--- config.mk ---
export PLATFORM = sky130hd
export DESIGN_NAME = rv32imf_apu_arbiter
export DESIGN_NICKNAME = d
export VERILOG_FILES = /design/src/rtl/rv32imf_pkg.sv /design/src/rtl/rv32imf_apu_id_fifo.sv /design/src/rtl/rv32imf_apu_arbiter.sv
export SDC_FILE = /design/constraint.sdc
export NUM_CORES = 1
export LEC_CHECK = 0
export ABC_AREA = 1
export CAP_MARGIN = 10
export CORE_AREA = 2 2 181 183
export CTS_CLUSTER_DIAMETER = 100
export DETAILED_ROUTE_END_ITERATION = 16
export DIE_AREA = 0 0 183 185
export SLEW_MARGIN = 20
export SYNTH_ARGS = -nofsm -noshare
export SYNTH_HDL_FRONTEND = slang
export SYNTH_SLANG_ARGS = --single-unit
--- constraint.sdc ---
create_clock -name clk_i -period 2.1 [get_ports clk_i]
set_input_delay 0.525 -clock clk_i [delete_from_list [all_inputs] [get_ports clk_i]]
set_output_delay 0.525 -clock clk_i [all_outputs]
set_load 0.05 [all_outputs]
--- src/rtl/rv32imf_pkg.sv ---
// Shared constants and types for the rv32imf APU sharing logic.
package rv32imf_pkg;

    localparam int unsigned APU_PAYLOAD_W       = 128;
    localparam int unsigned APU_RESULT_W        = 37;
    localparam int unsigned APU_NUM_REQ         = 2;
    localparam int unsigned APU_MAX_OUTSTANDING = 2;

    typedef enum logic [0:0] {
        StOpen,
        StLocked
    } lock_state_e;

    // Index width that stays legal (>= 1 bit) for degenerate sizes.
    function automatic int unsigned id_width(input int unsigned n);
        return (n > 1) ? $clog2(n) : 1;
    endfunction

endpackage

--- src/rtl/rv32imf_apu_id_fifo.sv ---
// In-order FIFO of requester IDs; the caller guarantees no push when full and no pop when empty.
module rv32imf_apu_id_fifo
    import rv32imf_pkg::*;
#(
    parameter int unsigned DEPTH = 2,
    parameter int unsigned ID_W  = 1,
    localparam int unsigned PtrW = id_width(DEPTH),
    localparam int unsigned CntW = $clog2(DEPTH + 1)
) (
    input  logic            clk_i,
    input  logic            rst_ni,
    input  logic            push_i,
    input  logic [ID_W-1:0] id_i,
    input  logic            pop_i,
    output logic [ID_W-1:0] head_o,
    output logic            full_o,
    output logic            empty_o,
    output logic [CntW-1:0] count_o
);

    logic [ID_W-1:0] mem_q [DEPTH];
    logic [PtrW-1:0] wr_ptr_q, wr_ptr_d;
    logic [PtrW-1:0] rd_ptr_q, rd_ptr_d;
    logic [CntW-1:0] count_q, count_d;

    function automatic logic [PtrW-1:0] ptr_inc(input logic [PtrW-1:0] p);
        return (p == PtrW'(DEPTH - 1)) ? '0 : p + PtrW'(1);
    endfunction

    always_comb begin
        wr_ptr_d = push_i ? ptr_inc(wr_ptr_q) : wr_ptr_q;
        rd_ptr_d = pop_i ? ptr_inc(rd_ptr_q) : rd_ptr_q;
        count_d  = count_q;
        if (push_i && !pop_i) begin
            count_d = count_q + CntW'(1);
        end else if (!push_i && pop_i) begin
            count_d = count_q - CntW'(1);
        end
    end

    always_ff @(posedge clk_i or negedge rst_ni) begin
        if (!rst_ni) begin
            wr_ptr_q <= '0;
            rd_ptr_q <= '0;
            count_q  <= '0;
            for (int i = 0; i < DEPTH; i++) begin
                mem_q[i] <= '0;
            end
        end else begin
            wr_ptr_q <= wr_ptr_d;
            rd_ptr_q <= rd_ptr_d;
            count_q  <= count_d;
            if (push_i) begin
                mem_q[wr_ptr_q] <= id_i;
            end
        end
    end

    assign head_o  = mem_q[rd_ptr_q];
    assign full_o  = (count_q == CntW'(DEPTH));
    assign empty_o = (count_q == '0);
    assign count_o = count_q;

endmodule

--- src/rtl/rv32imf_apu_arbiter.sv ---
// Round-robin arbiter with grant lock sharing one APU between requesters, with in-order response
// steering back to the issuing requester.
module rv32imf_apu_arbiter
    import rv32imf_pkg::*;
#(
    parameter int unsigned NUM_REQ         = APU_NUM_REQ,
    parameter int unsigned MAX_OUTSTANDING = APU_MAX_OUTSTANDING,
    parameter int unsigned PAYLOAD_W       = APU_PAYLOAD_W,
    parameter int unsigned RESULT_W        = APU_RESULT_W,
    localparam int unsigned IdW  = id_width(NUM_REQ),
    localparam int unsigned CntW = $clog2(MAX_OUTSTANDING + 1)
) (
    input  logic                              clk_i,
    input  logic                              rst_ni,
    input  logic [NUM_REQ-1:0]                req_i,
    input  logic [NUM_REQ-1:0][PAYLOAD_W-1:0] payload_i,
    output logic [NUM_REQ-1:0]                gnt_o,
    output logic [NUM_REQ-1:0]                rvalid_o,
    output logic [RESULT_W-1:0]               result_o,
    output logic                              apu_req_o,
    output logic [PAYLOAD_W-1:0]              apu_payload_o,
    input  logic                              apu_gnt_i,
    input  logic                              apu_rvalid_i,
    input  logic [RESULT_W-1:0]               apu_result_i,
    output logic                              busy_o,
    output logic [CntW-1:0]                   outstanding_o,
    output logic                              err_o
);

    lock_state_e    lock_state_q, lock_state_d;
    logic [IdW-1:0] lock_id_q, lock_id_d;
    logic [IdW-1:0] rr_ptr_q, rr_ptr_d;
    logic           err_q, err_d;

    logic [IdW-1:0]  rr_winner;
    logic [IdW-1:0]  winner;
    logic [IdW-1:0]  head_id;
    logic            full;
    logic            empty;
    logic            handshake;
    logic            pop;
    logic [CntW-1:0] count;

    // First asserted request at or above rr_ptr, wrapping around.
    always_comb begin
        logic           found;
        int unsigned    idx;
        logic [IdW-1:0] cand;
        rr_winner = rr_ptr_q;
        found     = 1'b0;
        idx       = 0;
        cand      = '0;
        for (int unsigned k = 0; k < NUM_REQ; k++) begin
            idx = 32'(rr_ptr_q) + k;
            if (idx >= NUM_REQ) begin
                idx = idx - NUM_REQ;
            end
            cand = IdW'(idx);
            if (!found && req_i[cand]) begin
                rr_winner = cand;
                found     = 1'b1;
            end
        end
    end

    assign winner        = (lock_state_q == StLocked) ? lock_id_q : rr_winner;
    assign apu_req_o     = (|req_i) & ~full;
    assign apu_payload_o = payload_i[winner];
    assign handshake     = apu_req_o & apu_gnt_i & req_i[winner];
    assign pop           = apu_rvalid_i & ~empty;
    assign result_o      = apu_result_i;

    always_comb begin
        gnt_o           = '0;
        gnt_o[winner]   = apu_gnt_i & ~full;
        rvalid_o        = '0;
        rvalid_o[head_id] = pop;
    end

    always_comb begin
        lock_state_d = lock_state_q;
        lock_id_d    = lock_id_q;
        rr_ptr_d     = rr_ptr_q;
        err_d        = err_q | (apu_rvalid_i & empty);
        if (handshake) begin
            lock_state_d = StOpen;
            rr_ptr_d     = (winner == IdW'(NUM_REQ - 1)) ? '0 : winner + IdW'(1);
        end else if (apu_req_o && !apu_gnt_i) begin
            // Hold the presented payload stable until the APU takes it.
            lock_state_d = StLocked;
            lock_id_d    = winner;
        end
    end

    always_ff @(posedge clk_i or negedge rst_ni) begin
        if (!rst_ni) begin
            lock_state_q <= StOpen;
            lock_id_q    <= '0;
            rr_ptr_q     <= '0;
            err_q        <= 1'b0;
        end else begin
            lock_state_q <= lock_state_d;
            lock_id_q    <= lock_id_d;
            rr_ptr_q     <= rr_ptr_d;
            err_q        <= err_d;
        end
    end

    rv32imf_apu_id_fifo #(
        .DEPTH (MAX_OUTSTANDING),
        .ID_W  (IdW)
    ) u_id_fifo (
        .clk_i   (clk_i),
        .rst_ni  (rst_ni),
        .push_i  (handshake),
        .id_i    (winner),
        .pop_i   (pop),
        .head_o  (head_id),
        .full_o  (full),
        .empty_o (empty),
        .count_o (count)
    );

    assign busy_o        = (count != '0);
    assign outstanding_o = count;
    assign err_o         = err_q;

endmodule

Word-level counts from Yosys, hierarchy flattened
Cells that the tools add are included.
{ "totals": {"word_cells": 91, "output_inout_bits": 174, "inputBits": 299, "reg_bits": 10} }
{ "classes": {"bitwise_logic": 14, "magnitude_cmp": 11, "n_addsub": 8, "eq_ne": 1, "muxes": 31, "n_reduce_logical": 17} }
{ "ops": {"columns": ["op", "count"], "rows": [
  ["128-bit two-way mux", 2],
  ["1-bit two-way mux", 23],
  ["1-bit by 2-bit less-than comparator with 1-bit output (second input constant)", 4],
  ["1-bit logical AND", 7],
  ["1-bit bitwise AND", 6],
  ["2-bit >= comparator (second input constant)", 3],
  ["2-bit nonzero test", 3],
  ["2-bit bitwise AND", 2],
  ["1-bit logical NOT", 4],
  ["2-bit two-way mux", 2],
  ["1-bit NOT with 2-bit output", 2],
  ["1-bit adder (second input constant)", 3],
  ["1-bit demux with 1-bit select", 3],
  ["1-bit NOT", 3],
  ["1-bit by 1-bit adder with 2-bit output (second input constant)", 1],
  ["2-bit by 1-bit adder with 2-bit output (second input constant)", 1],
  ["2-bit bitwise mux", 1],
  ["2-bit equality test (second input constant)", 1],
  ["1-bit >= comparator (second input constant)", 2],
  ["1-bit by 2-bit >= comparator with 1-bit output (second input constant)", 1],
  ["2-bit logical NOT", 1],
  ["2-bit by 1-bit less-than comparator with 1-bit output (second input constant)", 1],
  ["2-bit AND reduction", 1],
  ["2-bit OR reduction", 1],
  ["3 further kinds", 4]
]} }

Longest topological paths before layout
Gate-level depths: netlist of run 1.
{ "depth": {"word_depth": 16, "ltp_mapped": 11, "ltp_nobuf": 11} }

Hierarchy
Synthesis of run 1 repeated with hierarchy kept, for this count alone.
{ "hier_totals": {"hier_cells": 517, "hier_area_um2": 2427.3} }
{ "modules_own_cells": {"columns": ["module", "seq_area_each_um2", "n_inst", "area_per_inst_um2", "cells_each"], "rows": [
  ["rv32imf_apu_arbiter", 100.1, 1, 2134.5, 485],
  ["rv32imf_apu_id_fifo", 150.1, 1, 292.8, 32]
]} }

Worst setup path after synthesis of run 1
OpenSTA, ideal clock, no wires.
{ "synth_path": {"kind": "reg2out", "startpoint": "reg u_id_fifo.count_q[0] (netlist: u_id_fifo.count_o[0])", "endpoint": "out rvalid_o[0]", "path_buffers": 0, "stages_incl_launch_ff": 5, "arrival_time_ns": 2.116, "path_slack_ns": -0.541, "required_time_ns": 1.575, "cell_sequence": "dfrtp_1 inv_1 nand2_1 nand2_1 nor2_1"} }
{ "synth_via": {"elab_chain_len": 4} }
{ "synth_rtl": {"columns": ["element", "line", "source"], "rows": [
  ["from (decl)", "rv32imf_apu_id_fifo.sv:24", "logic [CntW-1:0] count_q, count_d;"],
  ["from (signal assigned)", "rv32imf_apu_id_fifo.sv:52", "count_q <= count_d;"],
  ["2-bit logical NOT", "rv32imf_apu_id_fifo.sv:61", "assign empty_o = (count_q == '0);"],
  ["1-bit NOT", "rv32imf_apu_arbiter.sv:70", "assign pop = apu_rvalid_i & ~empty;"],
  ["1-bit bitwise AND", "rv32imf_apu_arbiter.sv:70", null],
  ["2-bit bitwise AND (no source line)", null, null],
  ["to (decl)", "rv32imf_apu_arbiter.sv:18", "output logic [NUM_REQ-1:0] rvalid_o,"]
]} }
Every way passes these cells.

Final worst setup path of run 1
{ "layout_path": {"startpoint": "in req_i[0]", "endpoint": "out apu_payload_o[68]"} }
{ "layout_via": {"elab_chain_len": 9, "word_cells_on_any_way": 12, "cone_classes": "mux: 10; reduce/logical: 2"} }
{ "layout_rtl": {"columns": ["element", "line", "source"], "rows": [
  ["from (decl)", "rv32imf_apu_arbiter.sv:15", "input logic [NUM_REQ-1:0] req_i,"],
  ["1-bit two-way mux (implied by the code) (2 in series)", "rv32imf_apu_arbiter.sv:59", "if (!found && req_i[cand]) begin"],
  ["1-bit two-way mux", "rv32imf_apu_arbiter.sv:59", null],
  ["1-bit logical NOT", "rv32imf_apu_arbiter.sv:59", null],
  ["1-bit logical AND", "rv32imf_apu_arbiter.sv:59", null],
  ["1-bit two-way mux (*)", "rv32imf_apu_arbiter.sv:59", null],
  ["1-bit two-way mux (*)", "rv32imf_apu_arbiter.sv:66", "assign winner = (lock_state_q == StLocked) ? lock_id_q : rr_winner;"],
  ["128-bit two-way mux (implied by the code) (*) (2 in series)", "rv32imf_apu_arbiter.sv:68", "assign apu_payload_o = payload_i[winner];"],
  ["to (decl)", "rv32imf_apu_arbiter.sv:21", "output logic [PAYLOAD_W-1:0] apu_payload_o,"]
]} }
Mark *: on every way between the ends. The rest lies on a longest branch, timed or not. The select of a mux whose other input is x is not followed.

==> results.md, run 1 <==
* Syn Inst Count at 517
* Met2 wire len at 10.2 mm
* Mapped cell area at between 0.002 and 0.0025 mm²
* Largest area contributor in the netlist: nand2_1
* Drt wl/cell at 15.1 µm
* Setup ws final at -0.165 ns
* Max Clk Rate at 441 MHz
* Die Y at about 190 µm
* Worst Hold Depth at 1
* Clock net sink count at 10
* Met3 Wirelength at 1.96 mm
* Port Buffers at between 300 and 400
* Worst-Margin Slew at 0.508 ns
* Antenna-violating nets left at 0
* Crit path launch type: input port
* Critical Path End Type: output port
* Area contributors post-synth: nand2_1, buf_4, dfrtp_1
* Syn nets at 817
* Drt total wl at 19.9 mm
* Gp weighted congestion at 0.819
* RSZ-0062 raised after global routing: yes
* Clock Pin Slew Worst Setup and Hold Paths at about 0.04 ns
* Via density at approximately 3.6
* Final core utilization at 29.4%
* Total track usage at 10.6%
* Yosys Warn Count at 0
* FP Rows at 66
* Iteration-0 DRC Markers at 101
* Via count at 4688
* Root buffer cell: clkbuf_16
* Die area at about 0.034 mm²
* Status: complete, but fails checks
* Vias in the first global route at 4760
* Static Leak at 0.00430 µW
* Critical Path AT at 1.74 ns
* Clock insertion delay at the later pin of the skew report at roughly 0.23 ns
* Synth cell types at 22
* CP Cell Sequence: buf_6 > inv_4 > nand2_1 > nand2_1 > nand2_2 > nand2_4 > buf_16 > buf_12 > buf_8 > nand2_1 > nand2_2 > buf_12
* Avg Cell Area, Syn at 4.75 µm²
* Cts hold-fix bufs at 0
* Syn-to-layout area delta at 284%
* R2R depth at 12
* P per Cell Area at 1920 mW/mm²
* R2r setup slk at 0.05 ns
* VDD IR-drop max at 0.000720 V
* Reg2reg end: u_id_fifo.count_o[1]$_DFFE_PN0P_
* Failing checks: negative setup slack
* Max transition margin at 66.0%
* Hold EP: err_o$_DFF_PN0_
* Sequential share of the synthesized area at approximately a tenth
* Max Cap Viol at 0
* Effective utilization at floorplan at 7.67%
* Largest net degree at the start of global routing at 19
* Io pins at 473
* Cts bufs inserted at 3
* Worst min path class: register to register
* Largest stage delay on the critical path at approximately 0.18 ns
* DRC at 0
* CP dominant cell by count: nand2_1
* Final Cycle Share at 108%
* Core ar. at roughly 0.032 mm²
* Die W at 183 µm
* Final nets at 1212
* Req. time, crit path at 1.57 ns
* Final instance area at about 0.0094 mm²
* #FFs+latches synth at 10
* Placed instance area at 0.00839 mm²
* CP Class: input port to output port
* Min-delay src: err_o$_DFF_PN0_
* CTS tree: built
* Area share of the largest cell type after synthesis at 61.0%
* GR Overflow Total at 0
* Maximum clock path buffer count at 2
* Worst Path Max Fanout at 8
* Worst path slowest cell: buf_16
* First-pass GRT wire length at 27.4 mm
* First-pass DRT Iterations at 4
* FF-to-FF Start: rr_ptr_q$_DFFE_PN0N_
* Clock H-tree levels at 1
* Max layer used: met4
* Final setup viols at roughly 130
* Initial antenna violation count at 1
* Final Critical Period at 2.27 ns
* Pins Over Slew Limit at 0
* Detailed placement HPWL at 15.8 mm
* Fin. Hold Viols at 0
* Proportion of layout cells with a drive suffix above 1 at 43.9%
* Worst Skew at 0.00141 ns
* M1 WL at approximately 7.6 mm
## stage by stage
stage | TNS (ns) | power [µW] | cells | worst slack, ns | hold WS, ns
3_3_place_gp | -78.68 | 15700 | 1294 | -0.674 | 0.453
5_1_grt | -25.06 | 18900 | 1320 | -0.258 | 0.493
3_5_place_dp | -79.62 | 15700 | 1294 | -0.690 | 0.460
2_1_floorplan | -0.0630 | 8060 | 517 | -0.00700 | 0.229
6_report | -12.68 | 18100 | 1320 | -0.165 | 0.469
4_1_cts | -18.40 | 17900 | 1315 | -0.191 | 0.469
## critical path: cells and delay by family
family                 cells  cell delay, ns
AND/OR/NAND/NOR            6            0.44
buffers and inverters      6            0.75
## per-layer routing
layer / track usage [%] / up-vias
li1: - / 2302
met1: 11.9 / 2092
met2: 20.0 / 286
met3: 3.50 / 8
met4: 1.31 / 0
met5: 0 / -
## how the worst max path moves through the flow
stage,from,endpoint,cells past startpoint
2_1_floorplan,req_i[0],apu_payload_o[80],6
3_3_place_gp,req_i[0],apu_payload_o[118],11
3_5_place_dp,req_i[0],apu_payload_o[114],9
4_1_cts,rr_ptr_q$_DFFE_PN0N_,apu_payload_o[68],10
5_1_grt,req_i[0],apu_payload_o[64],12
6_report,req_i[0],apu_payload_o[68],12
## cells in the final DEF, fill, tap and decap left out, types with 2 or more instances in the layout
cell type and count:
nor2_4 3, xor2_1 2, inv_1 9, nand2_2 139, buf_4 26, inv_2 2
buf_8 9, dfrtp_2 2, clkbuf_16 5, dfrtp_1 8, nand2_1 212, buf_16 5
nand3_1 6, nand4_1 3, nand2_4 49, o21ai_0 4, buf_12 145, buf_6 7
a21oi_1 2, clkdlybuf4s50_1 259
## registers in the layout, indices dropped and copies added, names as in the netlist
| name | cells |
|---|---|
| err_o | 1 |
| u_id_fifo.wr_ptr_q | 1 |
| u_id_fifo.mem_q | 2 |
| lock_state_q | 1 |
| u_id_fifo.count_o | 2 |
| rr_ptr_q | 1 |
| u_id_fifo.rd_ptr_q | 1 |
| lock_id_q | 1 |
## where the power goes
group | leakage [µW] | total (µW) | switching [µW] | internal (µW)
logic | 0.00414 | 17300 | 9380 | 7970
registers | 0.000114 | 350 | 67.1 | 283
clock network | 0.0000442 | 374 | 87.7 | 286
## logic make-up after synthesis
| kind of cell | after synthesis | synth area share [%] |
|---|---|---|
| AND/OR/NAND/NOR | 415 | 64.2 |
| AO/OA/AOI/OAI | 10 | 2.34 |
| flip-flops | 10 | 10.2 |
| XOR/XNOR | 3 | 1.07 |
| buffers and inverters | 78 | 21.7 |
| adder cells (fa/ha/maj) | 1 | 0.509 |
## synth_stat cells
cell type,n
nor2_1,5
buf_1,3
a21oi_1,3
inv_1,11
buf_2,11
o31ai_1,1
nand4_1,3
inv_2,2
nand2_2,1
dfrtp_1,10
a31o_2,1
clkbuf_1,2
nand2_1,399
ha_1,1
o22ai_1,1
o21ai_0,4
xor2_1,2
buf_6,11
nand3_1,6
xnor2_1,1
buf_4,38
or2_2,1
## final cells by class
class	instances	area, µm²
Sequential cell	10	253
Antenna cell	1	2.50
Multi-Input combinational cell	429	2420
Fill cell	3343	22600
Inverter	13	58.8
Timing Repair Buffer	455	6110
Clock buffer	4	88.8
Tap cell	408	510
## timing repair
| item | CTS | global route |
|---|---|---|
| pin swaps | 42 | 24 |
| setup buffers | 14 | 5 |
| resized for setup | 153 | 58 |
| gates cloned | 5 | 2 |
| endpoints found under the setup margin | 133 | 133 |
(Power assumes the default switching activity.)
==> inputs of run 2 (changes only) <==
CORE_AREA = 2 2 182 184   (was 2 2 181 183)
DIE_AREA = 0 0 184 186   (was 0 0 183 185)
DONT_BUFFER_PORTS = 1   (was default)
==> run 2 against run 1 <==
  * The flow still finishes with violations (negative setup slack)
  * Sequential power decreased by 2%
  * Sequential share of layout area grew 1.5 points
  * Setup slack improved by 0.013 ns
  * Final cell count decreased by 25%
  * Global-route usage down 3.0 points
  * Largest power group unchanged
  * Clock power fell by 8.0%
  * Worst hold slack worse by 0.080 ns
  * Die area rose by 1.1%
  * Via count is 21% lower
  * Register-to-register slack got worse by 0.15 ns
  * Largest cell class is now multi-input gates
  * Non-clock buffer count shrank 331
  * Cell area down 35%
==> results.md, run 2 (synthesis gave the netlist of run 1 again) <==
* Status: complete, but fails checks
* Failing checks: negative setup slack
* GR Overflow Total at 0
* Clock insertion delay at the later pin of the skew report at 0.24 ns
* Reg2reg end: u_id_fifo.count_o[1]$_DFFE_PN0P_
* Clock Pin Slew Worst Setup and Hold Paths at 0.04 ns
* R2R depth at 14
* Largest net degree at the start of global routing at 62
* Vias in the first global route at between 3000 and 4000
* Setup ws final at -0.152 ns
* Antenna-violating nets left at 0
* Iteration-0 DRC Markers at 100
* Effective utilization at floorplan at 7.63%
* Max Clk Rate at 444 MHz
* Critical Path AT at 1.73 ns
* Via count at 3699
* Die Y at 186 µm
* Min-delay src: apu_gnt_i
* Via density at 3.74
* Clock net sink count at 10
* Final Critical Period at 2.25 ns
* Drt total wl at between 15 and 20 mm
* Detailed placement HPWL at 11.1 mm
* Port Buffers at 0
* DRC at 0
* Fin. Hold Viols at 0
* Drt wl/cell at 18.1 µm
* Gp weighted congestion at 0.842
* Syn-to-layout area delta at 149%
* Proportion of layout cells with a drive suffix above 1 at between 60% and 70%
* Die area at ~0.034 mm²
* Final core utilization at 19.0%
* Static Leak at 0.00279 µW
* Max Cap Viol at 0
* Final Cycle Share at 107%
* Core ar. at 0.0322 mm²
* Max transition margin at 62.3%
* Total track usage at 7.62%
* R2r setup slk at -0.10 ns
* CP Class: register to output port
* FP Rows at 66
* RSZ-0062 raised after global routing: yes
* Pins Over Slew Limit at 0
* Maximum clock path buffer count at 2
* Worst Skew at approximately 0.0014 ns
* Cts bufs inserted at 3
* Critical Path End Type: output port
* Initial antenna violation count at 3
* Clock H-tree levels at 1
* Worst-Margin Slew at 0.565 ns
* Post-route setup TNS at -13.28 ns
* Req. time, crit path at 1.57 ns
* First-pass GRT wire length at 19.0 mm
* Root buffer cell: clkbuf_16
* CTS tree: built
* Final nets at 881
* Die W at 184 µm
* Most frequent cells in the layout: nand2_1, nand2_2, buf_12, nand2_4, nand2_8
* First-pass DRT Iterations at 4
* Final setup viols at 131
* P per Cell Area at 2600 mW/mm²
* Worst min path class: input port to register
* Worst Path Max Fanout at 8
* Worst Hold Depth at 1
* Crit path launch type: register
* VDD IR-drop max at 0.00137 V
* Commonest non-fill, non-tap cell in the layout: nand2_1
* Hold EP: lock_id_q$_DFFE_PN0P_
* Io pins at 473
* FF-to-FF Start: rr_ptr_q$_DFFE_PN0N_
==> run 2: cell count changes in the layout (fill, tap and decap cells not counted), moves of 5 or more <==
cell / delta
clkdlybuf4s50_1: -259
buf_12: -57
nand2_1: -41
nand2_8: +18
nand2_2: +12
nand2_4: +11
buf_4: -10
buf_8: -8
buf_16: +5
buf_6: -5
==> run 2: per-layer routing <==
layer | global-route usage, % | vias up | routed length (µm)
li1 | - | 1637 | -
met1 | 9.12 | 1722 | 7070
met2 | 13.3 | 318 | 8680
met3 | 2.27 | 20 | 1800
met4 | 1.98 | 2 | 343
met5 | 0 | - | 12
==> run 2: through the flow <==
stage / power [µW] / std cells / worst slack (ns) / hold WS (ns) / area (µm²)
after detailed placement: 12100 / 953 / -0.143 / 0.230 / 4470
after global placement: 12000 / 953 / -0.103 / 0.230 / 4470
final: 15900 / 989 / -0.152 / 0.389 / 6120
after CTS: 14200 / 972 / -0.146 / 0.386 / 5250
after global routing: 16600 / 988 / -0.257 / 0.385 / 6120
after floorplan: 8060 / 517 / -0.00700 / 0.229 / 2680
==> run 2: worst max path at each step <==
stage | startpoint | slack [ns] | end | depth (start not counted)
after global routing | rr_ptr_q$_DFFE_PN0N_ | -0.26 | apu_payload_o[125] | 9
after global placement | req_i[0] | -0.10 | apu_payload_o[121] | 10
final | rr_ptr_q$_DFFE_PN0N_ | -0.15 | apu_payload_o[125] | 9
after CTS | rr_ptr_q$_DFFE_PN0N_ | -0.15 | apu_payload_o[54] | 10
after floorplan | req_i[0] | -0.007 | apu_payload_o[80] | 6
after detailed placement | req_i[0] | -0.14 | u_id_fifo.count_o[1]$_DFFE_PN0P_ | 10
==> run 2: timing repair <==
action                                  CTS  global route
endpoints found under the setup margin  130           133
cloned                                    7             9
pin swaps                                13            55
hold endpoints to repair                 10             0
hold buffers                              1             0
setup buffers                             7             9
resized for setup                       117           158
==> run 2: critical path, stage by stage, from the launching register on <==
cell and delay (ns):
dfrtp_1 0.36, inv_2 0.05, a21oi_2 0.14, nand2_2 0.12
nand2_8 0.16, buf_12 0.16, clkbuf_16 0.18, nand2_1 0.07
nand2_2 0.09, buf_12 0.13
==> run 2: area by class of cell <==
| cell class | count | area, µm² |
|---|---|---|
| diodes | 1 | 2.50 |
| clock buffers | 4 | 78.8 |
| fillers | 3507 | 26100 |
| inverters | 13 | 75.1 |
| multi-input cells | 429 | 2850 |
| flip-flops and latches | 10 | 253 |
| well taps | 408 | 510 |
| repair buffers | 124 | 2350 |
==> run 2: power breakdown <==
part	total [µW]	switching [µW]	leakage [µW]	internal, µW
registers	342	59.3	0.000114	283
logic	15200	9430	0.00264	5810
clock network	344	89.7	0.0000382	254
total	15900	9580	0.00279	6340
